### config.mk
export PLATFORM = sky130hd
export DESIGN_NAME = io_pinmux_ctrl_flat
export DESIGN_NICKNAME = d
export VERILOG_FILES = /design/src/rtl/io_pinmux_ctrl_if.sv /design/src/rtl/io_pinmux_ctrl.sv /design/src/flat_wrapper.sv
export SDC_FILE = /design/constraint.sdc
export NUM_CORES = 1
export LEC_CHECK = 0
export ABC_AREA = 1
export BUFFER_PORTS_ARGS = -buffer_cell sky130_fd_sc_hd__buf_2
export CORE_AREA = 2 2 167 169
export DETAILED_ROUTE_END_ITERATION = 6
export DIE_AREA = 0 0 169 171
export PLACE_DENSITY = 0.65
export SKIP_LAST_GASP = 1
export SLEW_MARGIN = 20
export SYNTH_ARGS = -nofsm -noshare
export SYNTH_HDL_FRONTEND = slang
export SYNTH_SLANG_ARGS = --single-unit
### constraint.sdc
create_clock -name HCLK -period 2.5 [get_ports HCLK]
set_input_delay 0.625 -clock HCLK [delete_from_list [all_inputs] [get_ports HCLK]]
set_output_delay 0.625 -clock HCLK [all_outputs]
set_load 0.05 [all_outputs]
### src/rtl/io_pinmux_ctrl_if.sv
// AHB-Lite slave bundle for the pad mux register block.
// Latency: wires only; backpressure: slave drives HREADYOUT/HRESP, master feeds HREADY back.
interface io_pinmux_ctrl_if;
    logic        HSEL;
    logic [1:0]  HTRANS;
    logic        HWRITE;
    logic [2:0]  HSIZE;
    logic [7:0]  HADDR;
    logic        HREADY;
    logic [31:0] HWDATA;
    logic [31:0] HRDATA;
    logic        HREADYOUT;
    logic        HRESP;

    modport master (output HSEL, HTRANS, HWRITE, HSIZE, HADDR, HREADY, HWDATA,
                    input  HRDATA, HREADYOUT, HRESP);
    modport slave  (input  HSEL, HTRANS, HWRITE, HSIZE, HADDR, HREADY, HWDATA,
                    output HRDATA, HREADYOUT, HRESP);
endinterface

### src/rtl/io_pinmux_ctrl.sv
// Key-protected alt0/alt1 pad owner mux with a tri-state guard after every ownership change.
// Latency: pad path combinational, register updates next edge; backpressure: only the 2-cycle AHB error.
module io_pinmux_ctrl #(
    parameter int NPADS       = 38,
    parameter int GUARD       = 4,
    parameter int KEY_TIMEOUT = 16
) (
    input  logic             HCLK,
    input  logic             HRESETn,
    io_pinmux_ctrl_if.slave  ahb,
    input  logic [NPADS-1:0] alt0_out,
    input  logic [NPADS-1:0] alt0_oeb,
    input  logic [NPADS-1:0] alt1_out,
    input  logic [NPADS-1:0] alt1_oeb,
    input  logic [NPADS-1:0] pad_in,
    output logic [NPADS-1:0] alt0_in,
    output logic [NPADS-1:0] alt1_in,
    output logic [NPADS-1:0] pad_out,
    output logic [NPADS-1:0] pad_oeb
);
    localparam int          HIW        = NPADS - 32;
    localparam logic [31:0] KEY_ARM    = 32'h5A5A_0001;
    localparam logic [31:0] KEY_UNLOCK = 32'hA5A5_0002;

    typedef enum logic [1:0] {
        ST_LOCKED   = 2'd0,
        ST_ARMED    = 2'd1,
        ST_UNLOCKED = 2'd2
    } lock_e;

    lock_e            lock_q, lock_d;
    logic [7:0]       timer_q, timer_d;
    logic [NPADS-1:0] sel_q, sel_d;
    logic [NPADS-1:0] guard_mask_q, guard_mask_d;
    logic [3:0]       guard_cnt_q, guard_cnt_d;
    logic             dph_vld_q, dph_vld_d;
    logic             dph_wr_q, dph_wr_d;
    logic [7:0]       dph_addr_q, dph_addr_d;
    logic [2:0]       dph_size_q, dph_size_d;
    logic             err2_q, err2_d;

    logic             a_sel_lo, a_sel_hi, a_status, a_key;
    logic             bad_access, err1, key_wr, sel_wr;
    logic             unlocked;
    logic [1:0]       lock_code;
    logic [NPADS-1:0] sel_new, changed;
    logic [31:0]      rdata;
    logic             unused_htrans0;

    assign unused_htrans0 = ahb.HTRANS[0];

    // Address phase capture; while HREADY is low only our own error stall is in progress.
    always_comb begin
        dph_vld_d  = ahb.HSEL & ahb.HREADY & ahb.HTRANS[1];
        dph_wr_d   = dph_wr_q;
        dph_addr_d = dph_addr_q;
        dph_size_d = dph_size_q;
        if (dph_vld_d) begin
            dph_wr_d   = ahb.HWRITE;
            dph_addr_d = ahb.HADDR;
            dph_size_d = ahb.HSIZE;
        end
    end

    always_comb begin
        a_sel_lo   = (dph_addr_q == 8'h00);
        a_sel_hi   = (dph_addr_q == 8'h04);
        a_status   = (dph_addr_q == 8'h08);
        a_key      = (dph_addr_q == 8'h0C);
        bad_access = !(a_sel_lo || a_sel_hi || a_status || a_key)
                   || (dph_size_q != 3'd2)
                   || (dph_wr_q && a_status)
                   || (dph_wr_q && (a_sel_lo || a_sel_hi) && !unlocked);
        key_wr     = dph_vld_q && dph_wr_q && a_key;
        err1       = dph_vld_q && !key_wr && bad_access;
        sel_wr     = dph_vld_q && dph_wr_q && (a_sel_lo || a_sel_hi) && !err1;
        err2_d     = err1;
    end

    // Lock FSM: next-state process.
    always_comb begin
        lock_d  = lock_q;
        timer_d = 8'd0;
        unique case (lock_q)
            ST_LOCKED: begin
                if (key_wr && ahb.HWDATA == KEY_ARM) begin
                    lock_d  = ST_ARMED;
                    timer_d = 8'(KEY_TIMEOUT);
                end
            end
            ST_ARMED: begin
                timer_d = timer_q - 8'd1;
                // A key write landing on the last armed cycle still counts.
                if (key_wr)
                    lock_d = (ahb.HWDATA == KEY_UNLOCK) ? ST_UNLOCKED : ST_LOCKED;
                else if (timer_q == 8'd1)
                    lock_d = ST_LOCKED;
            end
            ST_UNLOCKED: begin
                if (key_wr)
                    lock_d = ST_LOCKED;
            end
            default: lock_d = ST_LOCKED;
        endcase
    end

    // Lock FSM: output process.
    always_comb begin
        lock_code = lock_q;
        unlocked  = (lock_q == ST_UNLOCKED);
    end

    always_comb begin
        sel_new = sel_q;
        if (a_sel_lo)
            sel_new[31:0] = ahb.HWDATA;
        if (a_sel_hi)
            sel_new[NPADS-1:32] = ahb.HWDATA[HIW-1:0];
        changed = sel_new ^ sel_q;

        sel_d        = sel_q;
        guard_mask_d = guard_mask_q;
        guard_cnt_d  = guard_cnt_q;
        if (guard_cnt_q != 4'd0) begin
            guard_cnt_d = guard_cnt_q - 4'd1;
            if (guard_cnt_q == 4'd1)
                guard_mask_d = '0;
        end
        // Applied after expiry so a write on the expiring cycle starts a fresh mask.
        if (sel_wr) begin
            sel_d = sel_new;
            if (changed != '0) begin
                guard_mask_d = guard_mask_d | changed;
                guard_cnt_d  = 4'(GUARD);
            end
        end
    end

    always_comb begin
        rdata = '0;
        if (dph_vld_q && !dph_wr_q && !err1) begin
            if (a_sel_lo)
                rdata = sel_q[31:0];
            else if (a_sel_hi)
                rdata = 32'(sel_q >> 32);
            else if (a_status)
                rdata = {29'd0, guard_cnt_q != 4'd0, lock_code};
        end
    end

    assign ahb.HRDATA    = rdata;
    assign ahb.HREADYOUT = !err1;
    assign ahb.HRESP     = err1 || err2_q;

    assign alt1_in = pad_in & sel_q;
    assign alt0_in = pad_in & ~sel_q;
    assign pad_out = ~guard_mask_q & ((sel_q & alt1_out) | (~sel_q & alt0_out));
    assign pad_oeb = guard_mask_q | (sel_q & alt1_oeb) | (~sel_q & alt0_oeb);

    // Lock FSM state register together with the rest of the block state.
    always_ff @(posedge HCLK or negedge HRESETn) begin
        if (!HRESETn) begin
            lock_q       <= ST_LOCKED;
            timer_q      <= 8'd0;
            sel_q        <= '0;
            guard_mask_q <= '0;
            guard_cnt_q  <= 4'd0;
            dph_vld_q    <= 1'b0;
            dph_wr_q     <= 1'b0;
            dph_addr_q   <= 8'd0;
            dph_size_q   <= 3'd0;
            err2_q       <= 1'b0;
        end else begin
            lock_q       <= lock_d;
            timer_q      <= timer_d;
            sel_q        <= sel_d;
            guard_mask_q <= guard_mask_d;
            guard_cnt_q  <= guard_cnt_d;
            dph_vld_q    <= dph_vld_d;
            dph_wr_q     <= dph_wr_d;
            dph_addr_q   <= dph_addr_d;
            dph_size_q   <= dph_size_d;
            err2_q       <= err2_d;
        end
    end
endmodule

### src/flat_wrapper.sv
// flat-port wrapper written by rule: the top's interface ports become plain ports
module io_pinmux_ctrl_flat 
#(
    parameter int NPADS       = 38,
    parameter int GUARD       = 4,
    parameter int KEY_TIMEOUT = 16
)
  (HCLK, HRESETn, alt0_out, alt0_oeb, alt1_out, alt1_oeb, pad_in, alt0_in, alt1_in, pad_out, pad_oeb, ahb_HSEL, ahb_HTRANS, ahb_HWRITE, ahb_HSIZE, ahb_HADDR, ahb_HREADY, ahb_HWDATA, ahb_HRDATA, ahb_HREADYOUT, ahb_HRESP);
  io_pinmux_ctrl_if ahb_i ();
  input  logic HCLK;
  input  logic HRESETn;
  input  logic [NPADS-1:0] alt0_out;
  input  logic [NPADS-1:0] alt0_oeb;
  input  logic [NPADS-1:0] alt1_out;
  input  logic [NPADS-1:0] alt1_oeb;
  input  logic [NPADS-1:0] pad_in;
  output logic [NPADS-1:0] alt0_in;
  output logic [NPADS-1:0] alt1_in;
  output logic [NPADS-1:0] pad_out;
  output logic [NPADS-1:0] pad_oeb;
  input wire logic [$bits(ahb_i.HSEL)-1:0] ahb_HSEL;
  input wire logic [$bits(ahb_i.HTRANS)-1:0] ahb_HTRANS;
  input wire logic [$bits(ahb_i.HWRITE)-1:0] ahb_HWRITE;
  input wire logic [$bits(ahb_i.HSIZE)-1:0] ahb_HSIZE;
  input wire logic [$bits(ahb_i.HADDR)-1:0] ahb_HADDR;
  input wire logic [$bits(ahb_i.HREADY)-1:0] ahb_HREADY;
  input wire logic [$bits(ahb_i.HWDATA)-1:0] ahb_HWDATA;
  output wire logic [$bits(ahb_i.HRDATA)-1:0] ahb_HRDATA;
  output wire logic [$bits(ahb_i.HREADYOUT)-1:0] ahb_HREADYOUT;
  output wire logic [$bits(ahb_i.HRESP)-1:0] ahb_HRESP;
  assign ahb_i.HSEL = ahb_HSEL;
  assign ahb_i.HTRANS = ahb_HTRANS;
  assign ahb_i.HWRITE = ahb_HWRITE;
  assign ahb_i.HSIZE = ahb_HSIZE;
  assign ahb_i.HADDR = ahb_HADDR;
  assign ahb_i.HREADY = ahb_HREADY;
  assign ahb_i.HWDATA = ahb_HWDATA;
  assign ahb_HRDATA = ahb_i.HRDATA;
  assign ahb_HREADYOUT = ahb_i.HREADYOUT;
  assign ahb_HRESP = ahb_i.HRESP;
  io_pinmux_ctrl #(.NPADS(NPADS), .GUARD(GUARD), .KEY_TIMEOUT(KEY_TIMEOUT)) u_core (.HCLK(HCLK), .HRESETn(HRESETn), .ahb(ahb_i), .alt0_out(alt0_out), .alt0_oeb(alt0_oeb), .alt1_out(alt1_out), .alt1_oeb(alt1_oeb), .pad_in(pad_in), .alt0_in(alt0_in), .alt1_in(alt1_in), .pad_out(pad_out), .pad_oeb(pad_oeb));
endmodule
==> results by group <==
Global route
  – Total GRT Usage: between 10% and 20%
  – Global-route wire length before repair: between 40000 and 50000 µm
  – Gr ovfl total: 0
  – Vias in the first global route: 8381
  – Largest net degree at the start of global routing: 44
  – Initial antenna violation count: 2

CTS
  – Clock sink count: ~100
  – Maximum root-to-sink buffer count: 2
  – Num CTS Buffers: 9
  – CTS Hold Buffers Added: 0
  – Clk_lat worst skew: roughly 350 ps
  – CTS root buf: clkbuf_16
  – CTS H-tree lvls: 3
  – CTS tree: yes
  – Clk slew on worst S/H paths: around 80 ps

Cells and area
  – Share of layout cells above drive strength 1: about 32%
  – Area Growth Syn to Fin: 44.6%
  – Finished Layout Cells: between 2000 and 2500
  – NumNets Final: between 1500 and 2000

Status
  – Failing checks: negative setup slack
  – Status: complete, but fails checks

Drt
  – Residual DRC: 0
  – Antenna-violating nets left: 0
  – Iter 0 DRT Violations: 508
  – DR vias/cell: roughly 4.5
  – Final WL: 29600 µm
  – Detailed Routing Iterations Pass 1: 5
  – Via count: between 9000 and 10000
  – WL/cell: around 14 µm

Synthesis
  – Synth top area share: roughly a third
  – Leading post-synthesis cells by cell area: dfrtp_1 (33%), nand2_1 (18%), inv_1 (10%)
  – Post-synth EDFFs: 0
  – Synth cell types: 34
  – Post-synth top cells: nand2_1 (385), inv_1 (214), nor2_1 (165), o21ai_0 (120), dfrtp_1 (104)
  – Top-count cell post-synth: nand2_1
  – Syn avg cell area: approximately 6.1 µm²
  – Synthesis warning total: 0
  – Post-synthesis net count: 1526
  – Post-Syn Instances: ~1300
  – Main synth FF type: dfrtp_1
  – Largest area contributor in the netlist: dfrtp_1
  – Sequential fraction of the synthesis area: about a third
  – Post-Synthesis Cell Area: 7850 µm²
  – Ys async rst share: 100%
  – #FFs+latches synth: 104

STA
  – Max Fclk: approximately 0.35 GHz
  – WHS: approximately 200 ps
  – Worst Skew: about 12 ps
  – Worst-margin pin slew: 504 ps
  – Period utilisation layout: 114%
  – RSZ-0062 raised after global routing: yes
  – Final Max Tran Viols: 0
  – Final Hold Fails: 0
  – PnR worst setup slack: -361 ps
  – Slew margin rel.: between 60% and 70%
  – Final TNS setup: -10080 ps
  – Final setup fails: 34
  – Minimum clock period: between 2000 and 3000 ps

Run
  – # Max-Cap Violations: 0

Placed design
  – Post-place setup slack: -21.0 ps
  – IO buf count: about 420
  – Post-DP HPWL: around 24000 µm
  – Routability cong.: 0.852
  – Inst Count DP: around 2000

Critical path
  – Startpoint Class: flip-flop
  – Crit path kind: reg2out
  – Critical path data required time: 1880 ps
  – Worst Path Max Fanout: 23
  – Crit path capture type: primary output
  – Worst EP arrival: 2240 ps

Die
  – Starting Density: 28.7%
  – Core area: 27300 µm²
  – Die H: roughly 170 µm
  – Row Count: 61
  – Die Wd: approximately 170 µm
  – Die area: slightly below 30000 µm²
  – I/O pins: 426

Pwr
  – Internal: ~5000 µW
  – Clock Power Share: ~13%
  – Net Sw Power: 6930 µW
  – Seq pwr share: around a quarter
  – Fraction of power spent switching nets: roughly three fifths
  – Pleak: 0.00644 µW
  – Total Power: roughly 12000 µW
  – Gate power share: 62.5%
  – Maximum VDD drop: approximately 0.0006 V
  – Pwr dens: 1050 nW/µm²

Worst hold path
  – Min-delay worst type: in2async
## layer usage
layer | share of wire, % | track usage, % | wire [µm] | up-vias
met5 | 0 | 0 | 0 | -
met4 | 1.6 | 4.72 | 473 | 0
met3 | 5.7 | 3.12 | 1680 | 25
met2 | 49 | 34.3 | 14500 | 321
met1 | 44 | 24.6 | 13000 | 4177
li1 | - | - | - | 4779
## critical path: stages, from the launching register on
cell and delay (ps):
dfrtp_1 380, nor2_1 120, nand2_2 120, inv_2 110
o2111ai_2 120, inv_1 90, nand2_2 60, nand3_4 100
nand3_4 110, buf_12 200, nor3_4 230, buf_6 180
## per-stage QoR
step                area, µm²  util, %
floorplan                8180        -
global placement        10800     39.4
detailed placement      10800     39.4
CTS                     11200     40.9
global route            11300     41.5
finish                  11300     41.5
## sequential cells by signal (all words and copies together) (netlist names)
| register | count |
|---|---|
| u_core.timer_q | 8 |
| u_core.dph_size_q | 3 |
| u_core.guard_cnt_q | 4 |
| u_core.dph_addr_q | 8 |
| u_core.sel_q | 38 |
| u_core.err2_q | 1 |
| u_core.lock_code | 2 |
| u_core.guard_mask_q | 38 |
| u_core.dph_vld_q | 1 |
| u_core.dph_wr_q | 1 |
## repair_timing
| action | in CTS | in global routing |
|---|---|---|
| pin swaps | 0 | 2 |
| setup buffers | 0 | 7 |
| gates cloned | 0 | 1 |
| resized for setup | 38 | 20 |
| endpoints found under the setup margin | 34 | 34 |
## cell usage in the layout, fill, tap and decap left out, types with 3 or more instances in the layout
cell / instances
nand2_1: 383
clkbuf_16: 10
a21oi_2: 5
dfrtp_1: 104
nor2_4: 8
nor3_4: 16
nor4_1: 5
buf_8: 4
buf_12: 8
nand4_1: 8
inv_1: 211
o21ai_1: 37
nor3_2: 3
nand2_2: 3
nor2_1: 152
inv_2: 10
buf_2: 397
buf_6: 10
a21oi_4: 3
nand3_1: 58
nor3_1: 10
nor2_2: 7
xor2_1: 43
nand3_4: 3
a21oi_1: 13
o21ai_0: 120
buf_4: 47
ha_1: 5
## final cells by class
type / count / area [µm²]
antenna: 2 / 5.00
clock buffer: 11 / 253
clock inverter: 5 / 61.3
fill: 2891 / 16000
inverter: 224 / 846
multi-input combinational: 898 / 4450
sequential: 104 / 2600
tap: 346 / 433
timing repair buffer: 467 / 2700
## worst paths after layout
kind,start,to,slack [ps],cells after the start
max in group asynchronous,HRESETn,u_core.guard_mask_q[30],1700,2
max reg2reg,u_core.dph_addr_q[7],u_core.guard_cnt_q[2],140,16
min,HRESETn,u_core.sel_q[7],200,1
min reg2reg,u_core.timer_q[0],u_core.timer_q[0],460,1
max,u_core.dph_addr_q[7],ahb_HRDATA[25],-360,11
min in group HCLK,u_core.timer_q[0],u_core.timer_q[0],460,1
## kinds of logic (layout without fill, tap and decap cells)
kind of cell,after synthesis,in the layout,synth area share [%]
XOR/XNOR,43,43,4.80
other,0,2,0
multiplexers,1,1,0.128
flip-flops,104,104,33.2
buffers and inverters,279,707,14.4
AND/OR/NAND/NOR,665,665,34.6
adder cells (fa/ha/maj),5,5,0.797
AO/OA/AOI/OAI,184,184,12.2
## power groups by stage
| stage | clock network [µW] | logic [µW] | registers, µW |
|---|---|---|---|
| floorplan | 0 | 6060 | 2510 |
| global placement | 0 | 7370 | 2930 |
| detailed placement | 0 | 7440 | 2960 |
| CTS | 1600 | 7470 | 2930 |
| global route | 1650 | 8120 | 3030 |
| finish | 1540 | 7450 | 2940 |
Note: power is estimated with default switching activity, not from simulation.
